--- config.mk ---
export PLATFORM = sky130hd
export DESIGN_NAME = spi_pwm_config_ctrl
export DESIGN_NICKNAME = d
export VERILOG_FILES = /design/src/rtl/spi_pwm_config_ctrl.sv
export SDC_FILE = /design/constraint.sdc
export NUM_CORES = 1
export LEC_CHECK = 0
export ABC_CLOCK_PERIOD_IN_PS = 1850
export BUFFER_PORTS_ARGS = -buffer_cell sky130_fd_sc_hd__buf_4
export CAP_MARGIN = 10
export CORE_MARGIN = 2
export CORE_UTILIZATION = 54
export CTS_CLUSTER_SIZE = 24
export DETAILED_ROUTE_END_ITERATION = 8
export PLACE_DENSITY = 0.78
export RECOVER_POWER = 25
export SLEW_MARGIN = 5
export SYNTH_ARGS = -nofsm -noshare
export SYNTH_HDL_FRONTEND = slang
export SYNTH_SLANG_ARGS = --single-unit
--- constraint.sdc ---
create_clock -name clk -period 1.85 [get_ports clk]
set_input_delay 0.37 -clock clk [delete_from_list [all_inputs] [get_ports clk]]
set_output_delay 0.37 -clock clk [all_outputs]
set_load 0.05 [all_outputs]
--- src/rtl/spi_pwm_config_ctrl.sv ---
// Write-only SPI mode-0 target holding the PWM peripheral configuration registers.
// SPI pins are oversampled in the clk domain; 16-bit frames are committed on nCS rise.
module spi_pwm_config_ctrl #(
    parameter int         SYNC_STAGES = 2,
    parameter logic [6:0] MAX_ADDR    = 7'h04
) (
    input  logic       clk,
    input  logic       rst,
    input  logic       sclk,
    input  logic       copi,
    input  logic       ncs,
    output logic [7:0] en_reg_out_7_0,
    output logic [7:0] en_reg_out_15_8,
    output logic [7:0] en_reg_pwm_7_0,
    output logic [7:0] en_reg_pwm_15_8,
    output logic [7:0] pwm_duty_cycle,
    output logic       wr_strobe,
    output logic [6:0] wr_addr,
    output logic       frame_err
);

    typedef enum logic {IDLE, SHIFT} state_t;

    state_t state, state_next;

    logic [SYNC_STAGES-1:0] sclk_sync, copi_sync, ncs_sync;
    logic sclk_d, ncs_d;
    logic sclk_s, copi_s, ncs_s;
    logic sclk_rise, ncs_fall, ncs_rise;

    logic [15:0] shreg;
    logic [4:0]  bit_cnt;
    logic        frame_start, shift_bit, frame_done;
    logic        commit_wr, commit_err;

    // Synchronisers reset to the idle bus levels so reset never fabricates an edge.
    always_ff @(posedge clk) begin
        if (rst) begin
            sclk_sync <= '0;
            copi_sync <= '0;
            ncs_sync  <= '1;
            sclk_d    <= 1'b0;
            ncs_d     <= 1'b1;
        end else begin
            sclk_sync <= {sclk_sync[SYNC_STAGES-2:0], sclk};
            copi_sync <= {copi_sync[SYNC_STAGES-2:0], copi};
            ncs_sync  <= {ncs_sync[SYNC_STAGES-2:0], ncs};
            sclk_d    <= sclk_sync[SYNC_STAGES-1];
            ncs_d     <= ncs_sync[SYNC_STAGES-1];
        end
    end

    assign sclk_s    = sclk_sync[SYNC_STAGES-1];
    assign copi_s    = copi_sync[SYNC_STAGES-1];
    assign ncs_s     = ncs_sync[SYNC_STAGES-1];
    assign sclk_rise = sclk_s & ~sclk_d;
    assign ncs_fall  = ~ncs_s & ncs_d;
    assign ncs_rise  = ncs_s & ~ncs_d;

    always_ff @(posedge clk) begin
        if (rst) begin
            state <= IDLE;
        end else begin
            state <= state_next;
        end
    end

    // An sclk rise coinciding with the nCS rise is dropped; the frame ends first.
    always_comb begin
        state_next  = state;
        frame_start = 1'b0;
        shift_bit   = 1'b0;
        frame_done  = 1'b0;
        unique case (state)
            IDLE: begin
                if (ncs_fall) begin
                    state_next  = SHIFT;
                    frame_start = 1'b1;
                end
            end
            SHIFT: begin
                if (ncs_rise) begin
                    state_next = IDLE;
                    frame_done = 1'b1;
                end else if (sclk_rise) begin
                    shift_bit = 1'b1;
                end
            end
            default: state_next = IDLE;
        endcase
    end

    assign commit_wr  = frame_done && (bit_cnt == 5'd16) && shreg[15]
                        && (shreg[14:8] <= MAX_ADDR);
    assign commit_err = frame_done && (bit_cnt != 5'd16);

    always_ff @(posedge clk) begin
        if (rst) begin
            shreg           <= '0;
            bit_cnt         <= '0;
            en_reg_out_7_0  <= '0;
            en_reg_out_15_8 <= '0;
            en_reg_pwm_7_0  <= '0;
            en_reg_pwm_15_8 <= '0;
            pwm_duty_cycle  <= '0;
            wr_strobe       <= 1'b0;
            wr_addr         <= '0;
            frame_err       <= 1'b0;
        end else begin
            wr_strobe <= commit_wr;
            frame_err <= commit_err;
            if (frame_start) begin
                shreg   <= '0;
                bit_cnt <= '0;
            end else if (shift_bit) begin
                shreg <= {shreg[14:0], copi_s};
                if (bit_cnt != 5'd17) begin
                    bit_cnt <= bit_cnt + 5'd1;
                end
            end
            if (commit_wr) begin
                wr_addr <= shreg[14:8];
                case (shreg[14:8])
                    7'h00:   en_reg_out_7_0  <= shreg[7:0];
                    7'h01:   en_reg_out_15_8 <= shreg[7:0];
                    7'h02:   en_reg_pwm_7_0  <= shreg[7:0];
                    7'h03:   en_reg_pwm_15_8 <= shreg[7:0];
                    7'h04:   pwm_duty_cycle  <= shreg[7:0];
                    default: ;
                endcase
            end
        end
    end

endmodule

---- Word level (Yosys, flattened, before mapping) ----
Index checks and enable logic that the tools add are counted.
storage, ports and cells
  bits in registers ....................... 79
  input bits .............................. 5
  output and inout bits ................... 49
  logic and storage cells ................. 53
operators by class
  add/subtract/negate cells ............... 1
  magnitude comparators ................... 1
  equality and inequality tests ........... 7
  mux-type cells .......................... 9
  bitwise gates (word level) .............. 7
  reduce and logical (&&, ||, !) cells .... 12
operator list
  operator             number
  $eq 7x2->1 const B   2
  $reduce_and 2->1     6
  $ne 5x5->1 const B   2
  $mux 1               8
  $eq 7x1->1 const B   1
  $eq 7x3->1 const B   1
  $le 7x3->1 const B   1
  $logic_not 7->1      1
  $add 5x1->5 const B  1
  $eq 5x5->1 const B   1
  $logic_and 1x1->1    4
  $not 1->1            4
  $and 1x1->1          3
  $pmux 1 s2           1
  $reduce_or 2->1      1

---- Depth between registers and ports, before layout ----
  word-level depth ........................ 8
  depth in mapped cells ................... 8
  depth with buffers taken out ............ 6

---- Worst setup path after synthesis ----
OpenSTA, ideal clock, no wires.
  path type ............................... register -> register
  start ................................... register bit_cnt[0]
  end ..................................... register pwm_duty_cycle[0]
  library setup time ...................... 0.128 ns
  arrival time ............................ 1.519 ns
  required time ........................... 1.722 ns
  setup slack ............................. 0.204 ns
  stages on the path, launching flop included .. 9
  buffers on the path ..................... 2
  period minus slack after synthesis ...... 1.646 ns
  cell sequence ........................... dfxtp_1 > inv_1 > ha_1 > nor4bb_1 > buf_2 > nand4_2 > buf_6 > mux2i_1 > nor2_1
on the way
  word-level cells in the longest chain between the ends .. 5
RTL lines
  element                          line  text
  from (decl)                      32    logic [4:0] bit_cnt;
  from (signal assigned)           118   bit_cnt <= bit_cnt + 5'd1;
  $eq 5x5->1                       93    assign commit_wr = frame_done && (bit_cnt == 5'd16) && shreg[15]
  $logic_and 1x1->1 (2 in series)  93
  $logic_and 1x1->1                94    && (shreg[14:8] <= MAX_ADDR);
  $reduce_and 2->1 (no line)       n/a
  to (signal assigned)             128   7'h04: pwm_duty_cycle <= shreg[7:0];
  to (decl)                        16    output logic [7:0] pwm_duty_cycle,
Every way passes these cells.
A chain may end at the register's enable or synchronous reset.

---- Worst setup path in the final report ----
  start ................................... register bit_cnt[0]
  end ..................................... register en_reg_pwm_15_8[2]
on the way
  word-level cells in the longest chain between the ends .. 5
RTL lines
  element                          line  text
  $eq 5x5->1                       93
  $logic_and 1x1->1 (2 in series)  93
  $logic_and 1x1->1                94
  $reduce_and 2->1 (no line)       n/a
  to (signal assigned)             127   7'h03: en_reg_pwm_15_8 <= shreg[7:0];
  to (decl)                        15    output logic [7:0] en_reg_pwm_15_8,
Every way passes these cells.

==> results.json <==
{
  "postCtsSetupBuffers": 0,
  "ys_seq_area_share_pct": 53.1,
  "syn_area_per_cell_um2": 10.1,
  "crit_type": "flip-flop to flip-flop",
  "drc_errors": 0,
  "drv_cap": 0,
  "grt_usage_pct": 20.3,
  "run_status": "finished, final reports clean",
  "power.leakage_uw": 0.00175,
  "critPathTopFamily": "simple AND/OR/NAND/NOR gates",
  "syn_to_final_growth_pct": 22.3,
  "postSynthCellCount": 295,
  "p_clk_share_pct": 46.3,
  "num_rows": 27,
  "wl_per_cell_um": 13.4,
  "tns_ps": 0,
  "netSwitchingFraction_pct": 20.3,
  "setup_violations": 0,
  "rsz0062_at_grt": "false",
  "hp-class": "input pin to flip-flop",
  "antenna_cells": 0,
  "fill_cells": 441,
  "synth_edf_count": 0,
  "viasPerCell": 5.16,
  "drt_iter0_drc": 99,
  "yosys.cell_types.count": 34,
  "overflow": 0,
  "syn-num-nets": 303,
  "yosys.cell_count.top_type": "dfxtp_1",
  "antenna_found_initial": 0,
  "clk-insertion-delay-late_ps": 350,
  "clock_sinks": 79,
  "skew_ps": 10.9,
  "max_slew_margin_pct": 54.0,
  "cpMaxStageDelayCell": "dfxtp_2",
  "ys_top_cells_by_count": "dfxtp_1, nor2_1, mux2i_1",
  "path_cells": "inv_2 -> ha_1 -> nor4bb_2 -> buf_4 -> nand4_4 -> mux2i_1 -> nor2_1",
  "fmax_mhz": 593,
  "cp_num_buf_inv": 2,
  "die-height_um": 78.3,
  "cp_max_fo": 8,
  "cts_tree": "yes",
  "finalInstanceArea_um2": 3640,
  "dp_hpwl_mm": 3.78,
  "num_vias": 2220,
  "worst_slew_pin_slew_ps": 691,
  "core_area_um2": 5410,
  "grt_pass1_wl_mm": 9.59,
  "cts_buffers": 9,
  "synth_top_flop_cell": "dfxtp_1",
  "ys_seq_elements": 79,
  "synthArstFlopShare_pct": 0,
  "arrival_ps": 1920,
  "port_buffers": 53,
  "cts_buffer_depth": 2,
  "worstSetupEndpointType": "flip-flop",
  "hold_buffers": 0,
  "htree_levels": 3,
  "start_util_pct": 55.1,
  "slowest_delay_ps": 340,
  "io-pin-count": 54,
  "dieArea_um2": 6130,
  "yosysWarnings": 0,
  "post_cts_resized": 0,
  "synth_top_area_share_pct": 53.1,
  "synth_area_um2": 2980,
  "drive_gt1_share_pct": 20.1,
  "powerDensity_nw_per_um2": 906,
  "fin_nets": 361,
  "yosysTopAreaCell": "dfxtp_1",
  "grt_max_degree": 42,
  "hold_viol": 0,
  "worst_ir_drop_vdd_mv": 0.562,
  "placed_area_um2": 3480,
  "worstPathRequired_ps": 2080,
  "p_switching_uw": 669,
  "grt_pass1_vias": 2008,
  "gp_congestion": 0.794,
  "slew_violations": 0,
  "startpoint_type": "flip-flop",
  "period_share_pct": 91.2,
  "synthTopCellsByArea": "dfxtp_1, mux2i_1, nor2_1, nand2_1, nand4_4",
  "cts_root_buf": "clkbuf_8",
  "die-width_um": 78.3,
  "firstDrtPassIters": 4,
  "power_uw": 3300,
  "clk_pin_slew_ps": 80,
  "layout_min_cycle_time_ps": 1690,
  "p_int_uw": 2630,
  "ant_nets": 0,
  "drt-total-wl_mm": 5.78,
  "pwr-share-seq_pct": 51.9,
  "pwr-share-comb_pct": 1.7
}
==> sequential cells by signal, indices dropped and copies added, names as in the netlist <==
register,cells
bit_cnt,5
copi_sync,2
en_reg_out_15_8,8
en_reg_out_7_0,8
en_reg_pwm_15_8,8
en_reg_pwm_7_0,8
frame_err,1
ncs_d,1
ncs_sync,2
pwm_duty_cycle,8
sclk_d,1
sclk_sync,2
shreg,16
state,1
wr_addr,7
wr_strobe,1
==> layout make-up <==
cell class                      count  area [um2]  share of cell area [%]
Tap cell                           72        90.1                    2.47
Clock buffer                       10         128                    3.50
Clock inverter                      6         116                    3.19
Timing Repair Buffer               64         398                    10.9
Multi-Input combinational cell    195        1320                    36.1
Sequential cell                    79        1580                    43.4
Inverter                            4        15.0                   0.412
==> final timing paths <==
kind | startpoint | endpoint | slack (ps) | cells after the start
min reg2reg | ncs_sync[0] | ncs_sync[1] | 410 | 1
min | ncs | ncs_sync[0] | 200 | 2
max reg2reg | bit_cnt[0] | en_reg_pwm_15_8[2] | 160 | 7
max | bit_cnt[0] | en_reg_pwm_15_8[2] | 160 | 7
==> per-stage QoR <==
stage	hold WS [ps]	utilization [%]	cells	worst slack, ps
after floorplan	389	-	295	204
after global placement	394	64.4	414	126
after detailed placement	393	64.4	414	94.5
after CTS	196	68.9	430	65.6
after global routing	203	67.4	430	36.5
final	200	67.4	430	163
==> power groups by stage <==
stage / sequential [uW] / combinational [uW] / clock [uW]
after floorplan: 1750 / 43.4 / 0
after global placement: 1750 / 57.6 / 0
after detailed placement: 1750 / 58.3 / 0
after CTS: 1710 / 58.5 / 1550
after global routing: 1720 / 63.7 / 1620
final: 1710 / 57.0 / 1530
==> cells by family (layout without fill, tap and decap cells) <==
logic type               Yosys count  count (layout)  share of synthesized area [%]
XOR/XNOR                           3               3                          0.882
buffers and inverters             21              84                           3.02
AND/OR/NAND/NOR                  123             123                           23.4
adder cells (fa/ha/maj)            3               3                           1.26
multiplexers                      42              42                           14.1
flip-flops                        79              79                           53.1
AO/OA/AOI/OAI                     24              24                           4.24
==> cells in the final DEF, fill, tap and decap left out, drive strengths merged, types with 2 or more instances in the layout <==
| master | netlist | final |
|---|---|---|
| a21oi | 19 | 19 |
| and2 | 4 | 4 |
| buf | 4 | 41 |
| bufinv | 0 | 3 |
| clkbuf | 13 | 33 |
| clkinv | 0 | 2 |
| dfxtp | 79 | 79 |
| ha | 3 | 3 |
| inv | 4 | 5 |
| mux2i | 42 | 42 |
| nand2 | 35 | 35 |
| nand3 | 2 | 2 |
| nand4 | 7 | 7 |
| nor2 | 47 | 47 |
| nor2b | 8 | 8 |
| nor4 | 2 | 2 |
| nor4b | 4 | 4 |
| nor4bb | 3 | 3 |
| o21ai | 3 | 3 |
| or2 | 3 | 3 |
| xnor2 | 3 | 3 |
==> routing by layer <==
layer / global-route usage, % / vias up / part of all wire (%)
li1: - / 1107 / -
met1: 25.9 / 1039 / 47
met2: 32.2 / 57 / 46
met3: 4.25 / 17 / 4.7
met4: 10.7 / 0 / 2.0
met5: 0 / - / 0
Power figures use the tool's default switching activity.
